[src/rtl/smu_cfg_loader_pkg.sv]
// Shared types and constants for the SMU configuration loader.
package smu_pkg;

  localparam logic [31:0] DEFAULT_DECRYPT_KEY = 32'hDEAD_BEEF;

  typedef enum logic [2:0] {
    ST_IDLE  = 3'd0,
    ST_LOAD  = 3'd1,
    ST_CHECK = 3'd2,
    ST_DONE  = 3'd3,
    ST_ERR   = 3'd4
  } smu_ldr_state_e;

  // Number of stream words needed to cover the whole cfg image.
  function automatic int unsigned cfg_words(input int unsigned cfgSize, input int unsigned wordW);
    return (cfgSize + wordW - 1) / wordW;
  endfunction

endpackage

[src/rtl/smu_cfg_loader_if.sv]
// Word-serial valid/ready stream carrying the encrypted cfg image.
interface smu_cfg_loader_if #(
  parameter int unsigned WORD_W = 32
) ();
  logic [WORD_W-1:0] InWord;
  logic              InValid;
  logic              InReady;

  modport master (output InWord, output InValid, input InReady);
  modport slave  (input InWord, input InValid, output InReady);
endinterface

[src/rtl/smu_cfg_word_decrypt.sv]
// XOR decryption of a stream word plus the running checksum of decrypted data words.
module smu_cfg_word_decrypt
  import smu_pkg::*;
#(
  parameter int unsigned       WORD_W = 32,
  parameter logic [WORD_W-1:0] KEY    = WORD_W'(DEFAULT_DECRYPT_KEY)
) (
  input  logic              clk,
  input  logic              rst,
  input  logic              clear,
  input  logic              accumulate,
  input  logic [WORD_W-1:0] encWord,
  output logic [WORD_W-1:0] decWord,
  output logic [WORD_W-1:0] csum
);

  assign decWord = encWord ^ KEY;

  // A restart wins over a coincident data word, which is discarded.
  always_ff @(posedge clk) begin
    if (rst || clear) begin
      csum <= '0;
    end else if (accumulate) begin
      csum <= csum ^ decWord;
    end
  end

endmodule

[src/rtl/smu_cfg_loader.sv]
// Loads, verifies and commits the SMU cfg image, and gates SmuEn on a verified image.
module smu_cfg_loader
  import smu_pkg::*;
#(
  parameter int unsigned       CFG_SIZE    = 512,
  parameter int unsigned       WORD_W      = 32,
  parameter logic [WORD_W-1:0] DECRYPT_KEY = WORD_W'(DEFAULT_DECRYPT_KEY),
  parameter int unsigned       TIMEOUT     = 1024
) (
  input  logic                clk,
  input  logic                rst,
  input  logic                Start,
  smu_cfg_loader_if.slave     cfgBus,
  input  logic                GlobalSmuEn,
  output logic [CFG_SIZE-1:0] CfgOut,
  output logic                BitstreamLoaded,
  output logic                SmuEn,
  output logic                LoadError,
  output logic                Busy
);

  localparam int unsigned NWORDS = cfg_words(CFG_SIZE, WORD_W);
  localparam int unsigned CNT_W  = (NWORDS > 1) ? $clog2(NWORDS) : 1;
  localparam int unsigned IDLE_W = $clog2(TIMEOUT + 1);
  localparam int unsigned PAD_W  = NWORDS * WORD_W;

  smu_ldr_state_e    state;
  logic [CNT_W-1:0]  wordCnt;
  logic [IDLE_W-1:0] idleCnt;
  logic [PAD_W-1:0]  shadow;
  logic [WORD_W-1:0] decWord;
  logic [WORD_W-1:0] csum;
  logic              active;
  logic              xfer;
  logic              idleExpired;

  assign active          = (state == ST_LOAD) || (state == ST_CHECK);
  assign cfgBus.InReady  = active;
  assign Busy            = active;
  assign BitstreamLoaded = (state == ST_DONE);
  assign LoadError       = (state == ST_ERR);
  assign xfer            = cfgBus.InValid && active;
  assign idleExpired     = (idleCnt == IDLE_W'(TIMEOUT - 1));

  smu_cfg_word_decrypt #(
    .WORD_W (WORD_W),
    .KEY    (DECRYPT_KEY)
  ) uDecrypt (
    .clk        (clk),
    .rst        (rst),
    .clear      (Start),
    .accumulate (xfer && (state == ST_LOAD)),
    .encWord    (cfgBus.InWord),
    .decWord    (decWord),
    .csum       (csum)
  );

  always_ff @(posedge clk) begin
    if (rst) begin
      state   <= ST_IDLE;
      wordCnt <= '0;
      idleCnt <= '0;
      shadow  <= '0;
      CfgOut  <= '0;
      SmuEn   <= 1'b0;
    end else begin
      // Start also masks SmuEn so the trigger units stop as soon as a reload is requested.
      SmuEn <= GlobalSmuEn && (state == ST_DONE) && !Start;
      if (Start) begin
        state   <= ST_LOAD;
        wordCnt <= '0;
        idleCnt <= '0;
      end else begin
        case (state)
          ST_LOAD: begin
            if (xfer) begin
              shadow[wordCnt*WORD_W +: WORD_W] <= decWord;
              idleCnt <= '0;
              if (wordCnt == CNT_W'(NWORDS - 1)) begin
                state <= ST_CHECK;
              end else begin
                wordCnt <= wordCnt + 1'b1;
              end
            end else if (idleExpired) begin
              state <= ST_ERR;
            end else begin
              idleCnt <= idleCnt + 1'b1;
            end
          end
          ST_CHECK: begin
            if (xfer) begin
              idleCnt <= '0;
              if (decWord == csum) begin
                CfgOut <= shadow[CFG_SIZE-1:0];
                state  <= ST_DONE;
              end else begin
                state <= ST_ERR;
              end
            end else if (idleExpired) begin
              state <= ST_ERR;
            end else begin
              idleCnt <= idleCnt + 1'b1;
            end
          end
          default: ;
        endcase
      end
    end
  end

endmodule
[src/flat_wrapper.sv]
// flat-port wrapper written by rule: the top's interface ports become plain ports
module smu_cfg_loader_flat import smu_pkg::*;
#(
  parameter int unsigned       CFG_SIZE    = 512,
  parameter int unsigned       WORD_W      = 32,
  parameter logic [WORD_W-1:0] DECRYPT_KEY = WORD_W'(DEFAULT_DECRYPT_KEY),
  parameter int unsigned       TIMEOUT     = 1024
)
  (clk, rst, Start, GlobalSmuEn, CfgOut, BitstreamLoaded, SmuEn, LoadError, Busy, cfgBus_InWord, cfgBus_InValid, cfgBus_InReady);
  smu_cfg_loader_if #(.WORD_W(WORD_W)) cfgBus_i ();
  input  logic clk;
  input  logic rst;
  input  logic Start;
  input  logic GlobalSmuEn;
  output logic [CFG_SIZE-1:0] CfgOut;
  output logic BitstreamLoaded;
  output logic SmuEn;
  output logic LoadError;
  output logic Busy;
  input wire logic [$bits(cfgBus_i.InWord)-1:0] cfgBus_InWord;
  input wire logic [$bits(cfgBus_i.InValid)-1:0] cfgBus_InValid;
  output wire logic [$bits(cfgBus_i.InReady)-1:0] cfgBus_InReady;
  assign cfgBus_i.InWord = cfgBus_InWord;
  assign cfgBus_i.InValid = cfgBus_InValid;
  assign cfgBus_InReady = cfgBus_i.InReady;
  smu_cfg_loader #(.CFG_SIZE(CFG_SIZE), .WORD_W(WORD_W), .DECRYPT_KEY(DECRYPT_KEY), .TIMEOUT(TIMEOUT)) u_core (.clk(clk), .rst(rst), .Start(Start), .cfgBus(cfgBus_i), .GlobalSmuEn(GlobalSmuEn), .CfgOut(CfgOut), .BitstreamLoaded(BitstreamLoaded), .SmuEn(SmuEn), .LoadError(LoadError), .Busy(Busy));
endmodule
[config.mk]
export PLATFORM = sky130hd
export DESIGN_NAME = smu_cfg_loader_flat
export DESIGN_NICKNAME = d
export VERILOG_FILES = /design/src/rtl/smu_cfg_loader_pkg.sv /design/src/rtl/smu_cfg_loader_if.sv /design/src/rtl/smu_cfg_word_decrypt.sv /design/src/rtl/smu_cfg_loader.sv /design/src/flat_wrapper.sv
export SDC_FILE = /design/constraint.sdc
export NUM_CORES = 2
export LEC_CHECK = 0
export BUFFER_PORTS_ARGS = -buffer_cell sky130_fd_sc_hd__buf_2
export CAP_MARGIN = 20
export CORE_MARGIN = 3
export CORE_UTILIZATION = 45
export DETAILED_ROUTE_END_ITERATION = 10
export GPL_TIMING_DRIVEN = 0
export PLACE_DENSITY_LB_ADDON = 0.1
export SLEW_MARGIN = 20
export SYNTH_ARGS = -nofsm -noshare
export SYNTH_HDL_FRONTEND = slang
export SYNTH_HIERARCHICAL = 1
export SYNTH_SLANG_ARGS = --single-unit
[constraint.sdc]
create_clock -name clk -period 2.5 [get_ports clk]
set_input_delay 0.375 -clock clk [delete_from_list [all_inputs] [get_ports clk]]
set_output_delay 0.375 -clock clk [all_outputs]
set_load 0.01 [all_outputs]
Word-level counts from Yosys, hierarchy flattened

Index checks and enable logic that the tools add are counted.

$add $sub $neg: 3
Equality and inequality tests: 10
Shift operators: 2
Mux-type cells: 10
Bitwise gates (word level): 4
Reduce and logical (&&, ||, !) cells: 17

Operator list:

| kind                      | number |
|---|---|
| $bwmux 512                | 1 |
| $shift 32x34->512 const A | 1 |
| $shiftx 32x34->512        | 1 |
| $neg 9->34                | 1 |
| $eq 32x32->1              | 1 |
| $xor 32x32->32            | 1 |
| $not 24->24               | 1 |
| $mux 11                   | 2 |
| $mux 3                    | 5 |
| $add 11x1->11 const B     | 1 |
| $eq 11x10->1 const B      | 1 |
| $eq 3x2->1 const B        | 2 |
| $pmux 3 s2                | 1 |
| $reduce_and 2->1          | 3 |
| $reduce_and 3->1          | 2 |
| $add 4x1->4 const B       | 1 |
| $eq 4x4->1 const B        | 1 |
| $logic_and 1x1->1         | 4 |
| $ne 4x4->1 const B        | 1 |
| $reduce_and 4->1          | 1 |
| $reduce_or 2->1           | 2 |
| $eq 3x1->1 const B        | 1 |
| $eq 3x3->1 const B        | 1 |
| $ne 3x3->1 const B        | 1 |
| 7 further kinds           | 9 |

Bits in registers: 1075
Input bits: 37
Output and inout port bits: 517
Logic and storage cells: 54

Logic depth before layout (Yosys ltp)

Depth after elaboration: 6
Depth in mapped cells: 11
Mapped depth without buffers: 7

Cells and area by module

Netlist, hierarchy kept.

Modules (own cells, without submodules):

| module               | times used | cells each | area an instance (µm²) | seq. area each (µm²) |
|---|---|---|---|---|
| smu_cfg_loader       | 1          | 4790       | 43192.7                | 20880.0 |
| smu_cfg_word_decrypt | 1          | 168        | 1461.4                 | 640.6 |

Least setup slack after synthesis

OpenSTA, ideal clock, no wires.

Path kind: reg2reg
From: register u_core.wordCnt[0]
To: register u_core.shadow[66]
Library setup time: 0.070 ns
Arrival: 2.287 ns
Data required time: 2.430 ns
Slack: 0.142 ns
Stages on the path, launching flop included: 10
Path buffers: 4
Period minus slack after synthesis: 2.358 ns
Cells stage by stage: dfxtp_1 buf_2 inv_1 ha_1 clkbuf_1 nor3b_1 buf_2 buf_1 nand3_1 a21oi_1

Word-level cells in the longest chain between the ends: 3
Elaborated cells between the ends (all ways): 4
Classes of those cells: add/sub: 1; shift: 2; mux: 1

Ends and longest elaborated chain:

| item                                                           | RTL line             | source |
|---|---|---|
| start: declaration                                             | smu_cfg_loader.sv:28 | `logic [CNT_W-1:0] wordCnt;` |
| start signal: assignment                                       | smu_cfg_loader.sv:82 | `wordCnt <= wordCnt + 1'b1;` |
| $neg 9->34 *                                                   | smu_cfg_loader.sv:77 | `shadow[wordCnt*WORD_W +: WORD_W] <= decWord;` |
| $shiftx 32x34->512 / $shift 32x34->512 (equally long branches) | smu_cfg_loader.sv:77 |  |
| $bwmux 512 *                                                   | smu_cfg_loader.sv:77 |  |
| end signal: indexed assignment                                 | smu_cfg_loader.sv:77 |  |
| end: declaration                                               | smu_cfg_loader.sv:30 | `logic [PAD_W-1:0] shadow;` |

Every way passes the cells marked *; elsewhere a longest branch is shown, timed or not.
A chain may end at the register's enable or synchronous reset.

Worst setup path after layout

From: input port cfgBus_InWord[29]
To: register u_core.CfgOut[478]

Word-level cells in the longest chain between the ends: 2

Ends and longest elaborated chain:

| item                              | RTL line             | source |
|---|---|---|
| start: declaration                | flat_wrapper.sv:20   | `input wire logic [$bits(cfgBus_i.InWord)-1:0] cfgBus_InWord;` |
| $eq 32x32->1                      | smu_cfg_loader.sv:93 | `if (decWord == csum) begin` |
| $reduce_and 4->1 (no source line) | -                    |  |
| end signal: assignment            | smu_cfg_loader.sv:94 | `CfgOut <= shadow[CFG_SIZE-1:0];` |
| end: declaration                  | smu_cfg_loader.sv:15 | `output logic [CFG_SIZE-1:0] CfgOut,` |

Every way passes these cells.

==> impl.org <==
** Place
- Input and output buffers added on the ports amount to 552.
- Hpwl dp :: 115 mm
- Weighted congestion reported at the end of routability-driven placement :: 0.867
- Pre-CTS setup slack :: -1.17 ns

** Yosys
- The synthesized design contains 1075 register bits.
- Largest cells by area after synthesis :: dfxtp_1, nand2b_1, mux2i_1
- Fraction of synthesis flops using an asynchronous set or reset pin :: 0%
- Number of distinct library cells after synthesis :: 47
- Count of flip-flops with a built-in enable after synthesis :: 0
- Sequential share of the synthesized area :: 48.2%
- Count of synthesis-stage warnings from yosys :: 6
- dfxtp_1 is the most common cell in the netlist.
- Averaged over all synthesized cells, the footprint is between 9 and 10 sq um.
- Synthesis produced 4958 cells.
- Library cell occupying the most area in the post-synthesis netlist :: dfxtp_1
- Of the post-synthesis cell area, the dominant cell type holds 48.2%.
- Syn Nets :: 4999
- After synthesis the cells add up to about 45000 sq um.
- Commonest cells in the netlist :: dfxtp_1, nand2b_1, nand2_1
- In the synthesized netlist the dominant register cell turns out to be dfxtp_1.

** Power and ir drop
- In this run switching power makes up between 20% and 30% of total power.
- P per Cell Area :: about 680 nW/um^2
- Portion of total power attributed to combinational logic :: 4.6%
- Internal Dissipation :: 28.4 mW
- Net switching power :: 8.50 mW
- Part of the total power dissipated in the clock network :: between 40% and 50%
- Portion of total power attributed to sequential cells :: 46.6%
- Power comes to about 37 mW.
- Summed over all cells, the static leakage comes to 19.4 nW.
- Worst ir drop on vdd :: 0.612 mV

** Routing
- After detailed routing, the number of remaining DRC violations is 0.
- Once detail routing completed, the nets flagged for antenna violations numbered 0.
- Via Count :: between 30k and 40k
- After detailed routing, the average wire length per cell comes to 23.3 microns.
- The highest layer touched by signal routing is met5.
- The routed design uses 14.9 mm of met3 wire.
- Average via count per standard cell :: 5.30
- Met2 wire len :: 72.7 mm
- After detailed routing, the total wire length is 164 mm.
- The pre-antenna-repair detailed-routing pass consisted of 6 iterations.
- DRC marker count from the first detailed-route iteration :: 3468
- Met1 Routed Length :: 70.4 mm

** Setup path
- CP required :: 3.12 ns
- Endpoint type of the worst setup path :: flip-flop
- The startpoint identified for the worst register-to-register timing path is u_core/uDecrypt/csum[15].
- Flop2flop setup slack :: ~0.050 ns
- Along the worst path, the maximum fanout reaches 10.
- Category of the most critical setup path :: input pin to flip-flop
- The worst register-to-register path has a depth of 9.
- Data arrival time at the worst-slack endpoint :: around 3.2 ns
- STA classifies the critical path startpoint as an input pin.
- In this run the critical register-to-register path is captured at u_core/CfgOut[478].

** Floorplanning
- Cell Rows :: 114
- Die Y :: 321 microns
- The core region is 97600 sq um.
- Measured along the x axis, the die boundary spans around 320 microns.
- The floorplan step defined a die boundary enclosing between 100000 and 150000 sq um.
- The initial utilization of the core area, before any placement, comes to 45.8%.
- Count of boundary I/O pins :: 554

** Clock network
- Clock tree from TritonCTS :: done
- The longest clock path from root to sink contains 3 buffers.
- Total number of H-tree levels :: 3
- After clock tree synthesis, the clock-pin slew on the worst setup and hold paths is 0.07 ns.
- The later pin in the worst-skew pair is clocked with a latency of 0.71 ns.
- The root buffer cell chosen for the clock tree is clkbuf_16.
- TritonCTS buffer count :: 114
- Clock sink total :: 1075

** Min path
- The worst hold path passes through 4 cells.
- Launch instance of the worst min-delay path :: cfgBus_InWord[22]
- Worst hold path type :: input pin to flip-flop
- Endpoint with the worst hold slack :: u_core/uDecrypt/csum[22]

** Final layout
- Cells with a size suffix above 1 make up 19.0% of the layout.
- After the last flow step, the layout net total stands at around 5.7k.
- Area added between synthesis and finish :: 22.1%

** Global routing
- Wire length of the first global-routing pass :: around 230 mm
- Initial antenna violation count :: 30
- Pin count of the biggest net entering global routing :: 16
- For this run, the total global-route usage over all layers was measured as a little under a third.
- After global routing the overflow that remains totals 0.
- Vias in the first global route :: approximately 35k

** Timing
- In the post-route analysis, the smallest setup slack over all paths is -0.0262 ns.
- Max Fclk :: 396 MHz
- Headroom to the max-slew limit :: 14.4%
- Clock skew after layout :: about 0.024 ns
- Final Hold Viols :: 0
- Finish-stage setup viols :: 14
- Max Transition Viols Final :: 0
- At the pin with the least slew margin, the transition time is 1.28 ns.
- Shortest period the worst path allows :: 2.53 ns
- Dividing the final minimum period by the clock period gives 101%.
- Setup repair after global routing could not meet its margin everywhere.

** Status
- The final reports fail on setup timing.
- Run status :: finished with violations

** Job
- Max_cap viols :: 0
[worst max path at each step]
stage                      startpoint                  to  slack, ns  cells past startpoint
floorplan           u_core/wordCnt[0]   u_core/shadow[66]       0.14                      9
global placement    u_core/wordCnt[0]  u_core/shadow[346]      -1.91                      9
detailed placement                rst  u_core/shadow[448]      -1.17                      7
CTS                 u_core/wordCnt[0]  u_core/shadow[147]     -0.004                     11
global route        cfgBus_InWord[29]  u_core/CfgOut[477]      -0.04                     12
finish              cfgBus_InWord[29]  u_core/CfgOut[478]      -0.03                     12
[area by class of cell]
| class | count | area (sq um) |
|---|---|---|
| Clock inverter | 44 | 603 |
| Sequential cell | 1075 | 21500 |
| Antenna cell | 9 | 22.5 |
| Tap cell | 1276 | 1600 |
| Timing Repair Buffer | 602 | 3470 |
| Multi-Input combinational cell | 3366 | 20900 |
| Fill cell | 9139 | 43000 |
| Inverter | 31 | 124 |
| Clock buffer | 166 | 3380 |
| Buffer | 452 | 2900 |
[power by group through the flow]
stage / logic (mW) / registers [mW] / clock network, mW
floorplan: 0.841 / 17.6 / 0
global placement: 1.55 / 17.6 / 0
detailed placement: 1.60 / 17.6 / 0
CTS: 1.63 / 17.2 / 18.2
global route: 1.74 / 17.2 / 18.9
finish: 1.70 / 17.2 / 18.0
[per-layer routing]
layer,vias up,global-route usage [%]
met4,24,10.2
met2,1433,47.8
met1,17700,40.4
met5,-,0
li1,17800,-
met3,320,8.37
[critical path, cell delays in order]
cell	delay, ns
dlygate4sd3_1	0.57
buf_2	0.15
buf_4	0.23
xor2_1	0.22
nor4_1	0.19
nand4_1	0.19
nor4_4	0.20
buf_4	0.17
buf_12	0.20
clkbuf_16	0.22
buf_6	0.19
mux2i_1	0.20
[layout by cell type (no fill, tap or decap), types with 30 or more instances in the layout]
cell type,instances
dfxtp_1,1071
nand2b_1,1024
buf_2,615
nand2_1,555
a21oi_1,512
mux2i_1,509
nand3_1,430
clkbuf_1,215
clkbuf_16,122
buf_4,79
nand4_1,67
nor2_1,54
clkbuf_2,45
xor2_1,39
xnor2_1,37
buf_12,31
buf_6,31
clkbuf_8,30
[what timing repair did]
item / in CTS / in global routing
endpoints found under the hold margin: 10 / 0
gates resized for setup: 161 / 133
cloned: 0 / 6
pin swaps: 8 / 11
hold buffers: 10 / 0
setup endpoints to repair: 1026 / 998
setup buffers: 14 / 7
[per-stage QoR]
stage	util (%)	setup TNS [ns]	cells	hold slack, ns	cell area (sq um)
6_report	55.9	-0.130	7021	0.0494	54500
5_1_grt	55.9	-0.689	7016	0.0468	54500
4_1_cts	55.2	-0.00357	7000	0.00158	53800
3_5_place_dp	50.6	-862.87	6799	0.421	49300
3_3_place_gp	50.2	-1021.92	6786	0.420	49000
2_1_floorplan	-	0	4958	0.410	44700
[cells by family (layout without fill, tap and decap cells)]
logic type               count (synthesis)  after routing  synth area share (%)
AND/OR/NAND/NOR                       2245           2245                  27.0
flip-flops                            1075           1075                  48.2
AO/OA/AOI/OAI                          528            528                  6.03
buffers and inverters                  517           1295                  5.63
multiplexers                           513            513                  11.5
XOR/XNOR                                76             76                  1.49
adder cells (fa/ha/maj)                  4              4                 0.112
other                                    0              9                     0
[state kept, by name, summed over array words and instances, names as in the netlist]
signal,count
u_core/CfgOut,512
u_core/wordCnt,4
u_core/state,3
u_core/uDecrypt/csum,32
u_core/SmuEn,1
u_core/idleCnt,11
u_core/shadow,512
Note: power is estimated with default switching activity, not from simulation.
